$ cat config.mk
export PLATFORM = sky130hd
export DESIGN_NAME = apb2axi
export DESIGN_NICKNAME = d
export VERILOG_FILES = /design/src/rtl/apb2axi.sv
export SDC_FILE = /design/constraint.sdc
export NUM_CORES = 1
export LEC_CHECK = 0
export ABC_AREA = 1
export CAP_MARGIN = 20
export CELL_PAD_IN_SITES_DETAIL_PLACEMENT = 1
export CELL_PAD_IN_SITES_GLOBAL_PLACEMENT = 1
export CORE_MARGIN = 2
export CORE_UTILIZATION = 23
export CTS_CLUSTER_DIAMETER = 120
export DETAILED_ROUTE_END_ITERATION = 8
export PLACE_DENSITY = 0.9
export SYNTH_ARGS = -nofsm -noshare
export SYNTH_HDL_FRONTEND = slang
export SYNTH_SLANG_ARGS = --single-unit
$ cat constraint.sdc
create_clock -name clk -period 1.65 [get_ports clk]
set_clock_uncertainty 0.05 [all_clocks]
set_input_delay 0.495 -clock clk [delete_from_list [all_inputs] [get_ports clk]]
set_output_delay 0.495 -clock clk [all_outputs]
set_load 0.005 [all_outputs]
$ cat src/rtl/apb2axi.sv
// apb2axi: APB slave to AXI master bridge, one single-beat 32-bit AXI transaction per APB transfer.
// The APB access stalls on pready until the AXI response returns; only one transfer is in flight.
module apb2axi #(
  parameter int                        AXI_ID_WIDTH   = 6,
  parameter int                        AXI_ADDR_WIDTH = 32,
  parameter int                        AXI_DATA_WIDTH = 64,
  parameter int                        APB_ADDR_WIDTH = 12,
  parameter logic [AXI_ADDR_WIDTH-1:0] AXI_BASE_ADDR  = 32'h1A10_0000,
  parameter logic [AXI_ID_WIDTH-1:0]   AXI_ID         = '0
) (
  input  logic                        clk,
  input  logic                        rstn,
  input  logic                        psel,
  input  logic                        penable,
  input  logic                        pwrite,
  input  logic [APB_ADDR_WIDTH-1:0]   paddr,
  input  logic [31:0]                 pwdata,
  output logic [31:0]                 prdata,
  output logic                        pready,
  output logic                        pslverr,
  output logic [AXI_ID_WIDTH-1:0]     AWID,
  output logic [AXI_ADDR_WIDTH-1:0]   AWADDR,
  output logic [7:0]                  AWLEN,
  output logic [2:0]                  AWSIZE,
  output logic                        AWVALID,
  input  logic                        AWREADY,
  output logic [AXI_DATA_WIDTH-1:0]   WDATA,
  output logic [AXI_DATA_WIDTH/8-1:0] WSTRB,
  output logic                        WLAST,
  output logic                        WVALID,
  input  logic                        WREADY,
  input  logic [AXI_ID_WIDTH-1:0]     BID,
  input  logic [1:0]                  BRESP,
  input  logic                        BVALID,
  output logic                        BREADY,
  output logic [AXI_ID_WIDTH-1:0]     ARID,
  output logic [AXI_ADDR_WIDTH-1:0]   ARADDR,
  output logic [7:0]                  ARLEN,
  output logic [2:0]                  ARSIZE,
  output logic                        ARVALID,
  input  logic                        ARREADY,
  input  logic [AXI_ID_WIDTH-1:0]     RID,
  input  logic [AXI_DATA_WIDTH-1:0]   RDATA,
  input  logic [1:0]                  RRESP,
  input  logic                        RLAST,
  input  logic                        RVALID,
  output logic                        RREADY
);
  localparam int NL = AXI_DATA_WIDTH / 32;
  localparam int LW = (NL > 1) ? $clog2(NL) : 1;
  localparam int SW = AXI_DATA_WIDTH / 8;
  typedef enum logic [2:0] {IDLE, WR_REQ, WR_RESP, RD_REQ, RD_RESP, DONE} state_t;
  state_t                    r_state, w_next;
  logic [AXI_ADDR_WIDTH-1:0] r_addr;
  logic [31:0]               r_wdata, r_prdata;
  logic                      r_aw_done, r_w_done, r_pready, r_pslverr;
  logic [LW-1:0]             w_lane;
  logic                      w_setup, w_aw_ok, w_w_ok, w_b_hs, w_r_hs, w_unused;
  assign w_setup  = r_state == IDLE && psel && !penable;
  assign w_aw_ok  = r_aw_done | AWREADY;
  assign w_w_ok   = r_w_done | WREADY;
  assign w_b_hs   = r_state == WR_RESP && BVALID;
  assign w_r_hs   = r_state == RD_RESP && RVALID;
  assign w_lane   = (NL > 1) ? r_addr[2 +: LW] : '0;
  assign w_unused = ^{BID, RID, RLAST, BRESP[0], RRESP[0]};
  always_ff @(posedge clk or negedge rstn)
    if (!rstn) r_state <= IDLE;
    else       r_state <= w_next;
  always_comb begin
    w_next = r_state;
    case (r_state)
      IDLE:    w_next = w_setup ? (pwrite ? WR_REQ : RD_REQ) : IDLE;
      WR_REQ:  w_next = (w_aw_ok && w_w_ok) ? WR_RESP : WR_REQ;
      WR_RESP: w_next = BVALID ? DONE : WR_RESP;
      RD_REQ:  w_next = ARREADY ? RD_RESP : RD_REQ;
      RD_RESP: w_next = RVALID ? DONE : RD_RESP;
      default: w_next = IDLE;
    endcase
  end
  // each write channel valid drops on its own handshake while the other may still wait
  always_comb begin
    AWVALID = r_state == WR_REQ && !r_aw_done;
    WVALID  = r_state == WR_REQ && !r_w_done;
    BREADY  = r_state == WR_RESP;
    ARVALID = r_state == RD_REQ;
    RREADY  = r_state == RD_RESP;
  end
  always_ff @(posedge clk or negedge rstn)
    if (!rstn) begin
      r_addr    <= '0;
      r_wdata   <= '0;
      r_aw_done <= 1'b0;
      r_w_done  <= 1'b0;
      r_pready  <= 1'b0;
      r_pslverr <= 1'b0;
      r_prdata  <= '0;
    end else begin
      if (w_setup) begin
        r_addr  <= (AXI_BASE_ADDR | AXI_ADDR_WIDTH'(paddr)) & ~AXI_ADDR_WIDTH'(2'b11);
        r_wdata <= pwdata;
      end
      r_aw_done <= r_state == WR_REQ && w_aw_ok;
      r_w_done  <= r_state == WR_REQ && w_w_ok;
      r_pready  <= w_b_hs || w_r_hs;
      r_pslverr <= w_b_hs ? BRESP[1] : w_r_hs ? RRESP[1] : 1'b0;
      if (w_r_hs) r_prdata <= RDATA[32*w_lane +: 32];
    end
  assign AWID    = AXI_ID;
  assign AWADDR  = r_addr;
  assign AWLEN   = 8'd0;
  assign AWSIZE  = 3'b010;
  assign WDATA   = {NL{r_wdata}};
  assign WSTRB   = SW'(4'hF) << (4*w_lane);
  assign WLAST   = 1'b1;
  assign ARID    = AXI_ID;
  assign ARADDR  = r_addr;
  assign ARLEN   = 8'd0;
  assign ARSIZE  = 3'b010;
  assign prdata  = r_prdata;
  assign pready  = r_pready;
  assign pslverr = r_pslverr;
endmodule

Word-level counts from Yosys, hierarchy flattened

Index checks and enable logic that the tools add are counted.
Widths: inputs -> output; s select.

Flip-flop bits (word level): 82
Output and inout bits: 210

Equality and inequality tests: 4
Shifts and indexed selects: 2
Muxes and demuxes: 9
Bitwise gates (word level): 2
Reduce and logical (&&, ||, !) cells: 14

Operators with widths:

| kind                | number |
|---|---|
| $shiftx 64x7->32    | 1 |
| $pmux 3 s5          | 1 |
| $logic_and 1x1->1   | 9 |
| $shl 4x3->8 const A | 1 |
| $eq 3x2->1 const B  | 2 |
| $mux 2              | 3 |
| $mux 3              | 2 |
| $eq 3x1->1 const B  | 1 |
| $eq 3x3->1 const B  | 1 |
| $logic_not 1->1     | 3 |
| $logic_not 3->1     | 1 |
| $mux 1              | 3 |
| $or 1x1->1          | 2 |
| $logic_or 1x1->1    | 1 |

Logic depth before layout (Yosys ltp)

Gate-level depths: netlist of run 1.

Word-level depth: 5
Gate-level depth with buffers: 7
Gate-level depth less buffers: 6

Worst setup path after synthesis of run 1

OpenSTA, ideal clock, no wires.

Path kind: reg-to-output
Start point: reg r_addr[2] (netlist: ARADDR[2])
End point: out WSTRB[1]
Arrival time: 1.047 ns
Required time: 1.105 ns
Slack: 0.058 ns
Cell stages (with the launch flop): 5
Path buffers: 3
Path through: dfrtp_1 > buf_2 > inv_1 > buf_2 > buf_4

Longest elaborated chain between the ends: 1

RTL lines:

| item                   | line | text |
|---|---|---|
| start, declared        | 54   | `logic [AXI_ADDR_WIDTH-1:0] r_addr;` |
| start signal, assigned | 99   | `r_addr <= (AXI_BASE_ADDR \| AXI_ADDR_WIDTH'(paddr)) & ~AXI_ADDR_WIDTH'(2'b11);` |
| $shl 4x3->8            | 113  | `assign WSTRB = SW'(4'hF) << (4*w_lane);` |
| end, declared          | 28   | `output logic [AXI_DATA_WIDTH/8-1:0] WSTRB,` |

Every way passes these cells.

Worst setup path after layout of run 1

Start point: reg r_state[1]
End point: out ARVALID

Longest elaborated chain between the ends: 1

RTL lines:

| item                   | line | text |
|---|---|---|
| start, declared        | 53   | `state_t r_state, w_next;` |
| start signal, assigned | 68   | `else r_state <= w_next;` |
| $eq 3x2->1             | 85   | `ARVALID = r_state == RD_REQ;` |
| end, declared          | 40   | `output logic ARVALID,` |

Every way passes these cells.

==> flow_summary.ini, run 1 <==
[yosys]
yosysMostFrequentCell = nand2_1
ys_top_cells_by_count = nand2_1, buf_4, dfrtp_1
synth-edff-count = 0
yosys-top-cells-area = dfrtp_1, buf_4, nand2_1, inv_1, o21ai_1
synth_top_area_cell = dfrtp_1
synthArstFlopShare = 1.00
ys.flop_type = dfrtp_1
synth_area_um2 = 4630
synthCells = 598
yosys_warnings = 0
ys_ff_latch = 82
yosysTopAreaCellShare = 0.443
synth.avg_cell_area_um2 = 7.74
yosys.cell_types.count = 20
synth_seq_area_share = 0.443

[place]
gp_congestion = 0.737
dp_cells = 1060
hpwl_um = 12300
dp_slack_ns = -0.300
io_buffer_count = 256

[clock_tree]
cts_max_path_buffers = 2
clk_latency_ns = 0.34
clk_pin_slew_ns = 0.07
htree_levels = 3
cts.sinks = 82
cts_buffers = 9
cts_tree = yes
cts-root-buf = clkbuf_16
holdBufCountCts = 0

[floorplanning]
die_area_um2 = 21300
rows = 51
io-pin-count = 345
die_y_um = 146
start_util = 0.236
coreArea_um2 = 19600
fp.dieW_um = 146

[global_routing]
grt.total_usage = 0.158
antenna_found_initial = 1
grt_max_degree = 50
overflow = 0
grt_pass1_wl_um = 26000
grt_pass1_vias = 4599

[sta]
max_freq_ghz = 0.533
min_period_over_period = 1.14
setup_viol = 16
hold_viol_final = 0
hold_ws_ns = 0.00807
min_period_ns = 1.88
grt_setup_unrepaired = true
drv_slew = 0
finalWorstSetupSlack_ns = -0.227

[power]
switchingPower_mw = 4.68
ir_drop_uv = 529
p_int_mw = 7.75
leakagePower_nw = 4.29
clock_power_share = 0.160
total_power_mw = 12.4
p_comb_frac = 0.552
power_density_nw_per_um2 = 1610
swShare = 0.377
pwr-share-seq = 0.288

[job]
maxCapViolations = 0

[outcome]
violations = negative setup slack
status = finished, violations left

[detailed_routing]
drtIter0Drc = 68
ant_nets = 0
vias = 4570
firstDrtPassIters = 4
vias_per_cell = 3.97
wl_per_cell_um = 15.7
route.detailed.drc = 0
routed_wl_um = 18100

[worst_setup_path]
critical_path.endpoint_type = output pin
crit_required_ns = 1.10
cp-start-kind = register
crit_fanout = 3
cp.arrival_ns = 1.33
worstSetupPathType = reg -> out

[final_layout]
num_antenna_cells = 0
area_growth_pct = 66.7
nNetsFinal = 1017
drive_gt1_frac = 0.203
instances_no_fill = 1152
fin_util = 0.394

[hold_path]
hold_path_class = in -> async
-- layout make-up --
type                       count  area, um^2
tap                          265         332
inverter                      54         216
clock inverter                 7        60.1
clock buffer                   9         225
sequential                    82        2060
multi-input combinational    382        1580
timing repair buffer         353        3250
fill                        2354       11900
-- path summary, 6_finish.rpt --
check	start	to	slack, ns	depth (start not counted)
min	rstn	r_wdata[22]$_DFFE_PN0N_	0.008	1
min in group clk	prdata[19]$_DFFE_PN0P_	prdata[19]$_DFFE_PN0P_	0.43	2
min reg2reg	prdata[19]$_DFFE_PN0P_	prdata[19]$_DFFE_PN0P_	0.43	2
max in group asynchronous	rstn	ARADDR[20]$_DFFE_PN0N_	1.03	2
max reg2reg	r_state[1]$_DFF_PN0_	pslverr$_DFF_PN0_	-0.12	12
max	r_state[1]$_DFF_PN0_	ARVALID	-0.23	6
-- flip-flops by register name, indices dropped and copies added (netlist names) --
signal     cells
r_w_done       1
r_aw_done      1
ARADDR        11
prdata        32
r_state        3
pready         1
pslverr        1
r_wdata       32
-- kinds of logic (layout without fill, tap and decap cells) --
group | count (synthesis) | in the layout | synth area share
and+or+nand+nor | 268 | 268 | 0.225
buffers and inverters | 203 | 423 | 0.281
DFF | 82 | 82 | 0.443
other | 2 | 71 | 0.00162
AOI/OAI and AO/OA | 43 | 43 | 0.0495
-- through the flow --
stage / area [um^2] / TNS [ns]
after floorplan: 4890 / 0
after global placement: 6910 / -12.64
after detailed placement: 6910 / -14.85
after CTS: 7640 / -1.82
after global routing: 7710 / -2.50
final: 7710 / -1.58
-- power groups by stage --
stage / Clock (mW) / Sequential (mW) / Combinational, mW
2_1_floorplan: 0 / 3.65 / 2.74
3_3_place_gp: 0 / 3.68 / 5.91
3_5_place_dp: 0 / 3.74 / 6.13
4_1_cts: 2.09 / 3.55 / 6.74
5_1_grt: 2.16 / 3.69 / 7.51
6_report: 1.99 / 3.58 / 6.86
-- cells in the final DEF, fill, tap and decap left out, types with 3 or more instances in the layout --
master / synthesis / final
clkdlybuf4s50_1: 0 / 116
nor2_1: 14 / 10
buf_12: 0 / 6
dfrtp_2: 0 / 4
inv_1: 52 / 48
buf_4: 130 / 63
inv_6: 0 / 4
conb_1: 2 / 71
dfrtp_1: 82 / 78
clkdlybuf4s15_1: 0 / 9
dlygate4sd2_1: 0 / 87
nor2_2: 0 / 4
nand3_1: 4 / 3
o21ai_2: 3 / 3
buf_2: 8 / 12
clkbuf_2: 1 / 22
buf_6: 5 / 35
o21ai_1: 37 / 37
nand2_1: 244 / 242
nand3_4: 0 / 3
clkbuf_16: 0 / 12
-- critical path: stages (launching register included) --
cell and delay (ns):
dfrtp_2 0.43, buf_4 0.14, buf_6 0.11, buf_6 0.11, nand2_2 0.05, nor2_2 0.03, buf_2 0.12
-- repair_timing --
action                     4_1_cts  5_1_grt
gates cloned                     0        4
hold endpoints to repair         0        0
setup buffers                   65       10
pin swaps                        3        1
setup endpoints to repair      139       77
gates resized for setup        263       49
-- per-layer routing --
metal	vias to the layer above	global-route usage	wire (um)
met3	25	0.0498	1460
met1	2141	0.165	6850
li1	2165	-	-
met4	2	0.0441	308
met5	-	0	13
met2	237	0.302	9480
Note: power is estimated with default switching activity, not from simulation.
==> inputs of run 2 (changes only) <==
--- a/config.mk
+++ b/config.mk
@@ -10,10 +10,9 @@
 export CELL_PAD_IN_SITES_DETAIL_PLACEMENT = 1
 export CELL_PAD_IN_SITES_GLOBAL_PLACEMENT = 1
 export CORE_MARGIN = 2
-export CORE_UTILIZATION = 23
-export CTS_CLUSTER_DIAMETER = 120
+export CORE_UTILIZATION = 25
 export DETAILED_ROUTE_END_ITERATION = 8
-export PLACE_DENSITY = 0.9
+export PLACE_DENSITY = 0.95
 export SYNTH_ARGS = -nofsm -noshare
 export SYNTH_HDL_FRONTEND = slang
 export SYNTH_SLANG_ARGS = --single-unit
==> constraint.sdc (replaced) <==
create_clock -name clk -period 2.4 [get_ports clk]
set_clock_uncertainty 0.05 [all_clocks]
set_input_delay 0.72 -clock clk [delete_from_list [all_inputs] [get_ports clk]]
set_output_delay 0.72 -clock clk [all_outputs]
set_load 0.005 [all_outputs]
==> run 2 against run 1 <==
  * The flow finishes with violations (design-rule violations)
  * Die area down 7.8%
  * Critical path depth is 3 lower
  * Count of clock-buffer cells in the layout is 2 higher
  * Design area shrank 7.4%
  * Clock power down 23%
  * Non-clock buffer count shrank 79
==> flow_summary.ini, run 2 (synthesis gave the netlist of run 1 again) <==
[detailed_routing]
wl_met3_um = 1280
routed_wl_um = 14800
vias_per_cell = 4.02
drtIter0Drc = 122
route.detailed.drc = 25
wl_per_cell_um = 14.3
wl_met1_um = 5250
vias = 4164
route.met2.wl_um = 8160
firstDrtPassIters = 8
highest_layer = met4
ant_nets = 0

[global_routing]
grt_pass1_vias = 4167
antenna_found_initial = 0
overflow = 0
grt.total_usage = 0.150
grt_pass1_wl_um = 22600
grt_max_degree = 77

[sta]
min_period_ns = 2.33
max_freq_ghz = 0.429
setup_viol = 0
hold_viol_final = 0
min_period_over_period = 0.972
grt_setup_unrepaired = false
setup-tns-final_ns = 0
drv_slew = 0

[worst_setup_path]
worstSetupPathType = reg -> out
crit_required_ns = 1.63
critical_path.endpoint_type = output pin
cp-start-kind = register
cp.arrival_ns = 1.56
crit_fanout = 3

[final_layout]
area_growth_pct = 54.4
drive_gt1_frac = 0.0569
fin_area_um2 = 7140
nNetsFinal = 938
n_fill_cell = 2205
final_common_cell = clkdlybuf4s50_1
final_cell_mix = clkdlybuf4s50_1, nand2_1, dfrtp_1, conb_1, inv_1
num_antenna_cells = 0

[floorplanning]
die_area_um2 = 19600
fp.dieW_um = 140
start_util = 0.256
rows = 49
die_y_um = 140
coreArea_um2 = 18100
io-pin-count = 345

[outcome]
status = finished, violations left
violations = design-rule violations

[power]
leakagePower_nw = 3.64
power_density_nw_per_um2 = 1140
ir_drop_uv = 331

[place]
gp_congestion = 0.768
hpwl_um = 11900
io_buffer_count = 256
dpl_cell_area_um2 = 6750

[clock_tree]
holdBufCountCts = 0
cts_buffers = 9
cts_max_path_buffers = 2
clk_latency_ns = 0.34
cts-root-buf = clkbuf_16
htree_levels = 3
clk_pin_slew_ns = 0.07
cts.sinks = 82
cts_tree = yes

[hold_path]
hold_path_class = in -> async

[job]
maxCapViolations = 0
==> run 2: cell count changes in the layout (fill, tap and decap cells not counted), sizes merged <==
cell,before,now
clkdlybuf4s15,9,0
inv,57,56
bufinv,0,2
buf,116,19
dlymetal6s2s,0,3
dlygate4sd2,87,1
clkbuf,34,11
clkinv,3,0
clkdlybuf4s50,116,251
==> run 2: worst max-delay path, cell delays in order (launching register included) <==
cell	delay, ns
dfrtp_1	0.40
buf_4	0.15
nor2_1	0.13
clkdlybuf4s50_1	0.54
==> run 2: what timing repair did <==
item                       in CTS  in global routing
setup buffers                   6                  1
resized for setup               4                  3
setup endpoints to repair       8                  3
gates cloned                    0                  0
pin swaps                       2                  0
==> run 2: metal layers <==
layer / up-vias / track usage
li1: 2001 / -
met1: 1950 / 0.157
met2: 203 / 0.289
met3: 10 / 0.0444
met4: 0 / 0.0404
met5: - / 0
==> run 2: area by class of cell <==
type	instances	area [um^2]	share of cell area
timing repair buffer	274	2730	0.382
sequential	82	2060	0.288
multi-input combinational	382	1540	0.216
tap	229	287	0.0401
clock buffer	11	243	0.0340
inverter	54	203	0.0284
clock inverter	5	85.1	0.0119
==> run 2: power breakdown <==
part	switching [mW]	internal, mW
logic	1.62	2.41
registers	0.540	2.03
clock network	0.595	0.949
total	2.76	5.39
==> run 2: worst paths after layout <==
check                           slack (ns)  depth (start not counted)                      to                   start
worst max-delay path                  0.07                          3                 ARVALID    r_state[2]$_DFF_PN0_
worst min-delay path                  0.23                          1   ARADDR[7]$_DFFE_PN0N_                    rstn
worst max register to register        0.89                          7    r_state[0]$_DFF_PN0_    r_state[0]$_DFF_PN0_
worst min register to register        0.43                          2  prdata[14]$_DFFE_PN0P_  prdata[14]$_DFFE_PN0P_
max in group asynchronous             1.50                          2   prdata[9]$_DFFE_PN0P_                    rstn
min in group clk                      0.43                          2  prdata[14]$_DFFE_PN0P_  prdata[14]$_DFFE_PN0P_
==> run 2: through the flow <==
stage	worst slack [ns]	utilization	hold slack [ns]	cells	power [mW]
2_1_floorplan	0.583	-	0.374	667	4.39
3_3_place_gp	0.255	0.373	0.411	1014	6.41
3_5_place_dp	0.179	0.373	0.415	1014	6.59
4_1_cts	0.00989	0.394	0.233	1036	8.25
5_1_grt	0.0000319	0.395	0.238	1037	8.71
6_report	0.0667	0.395	0.233	1037	8.14
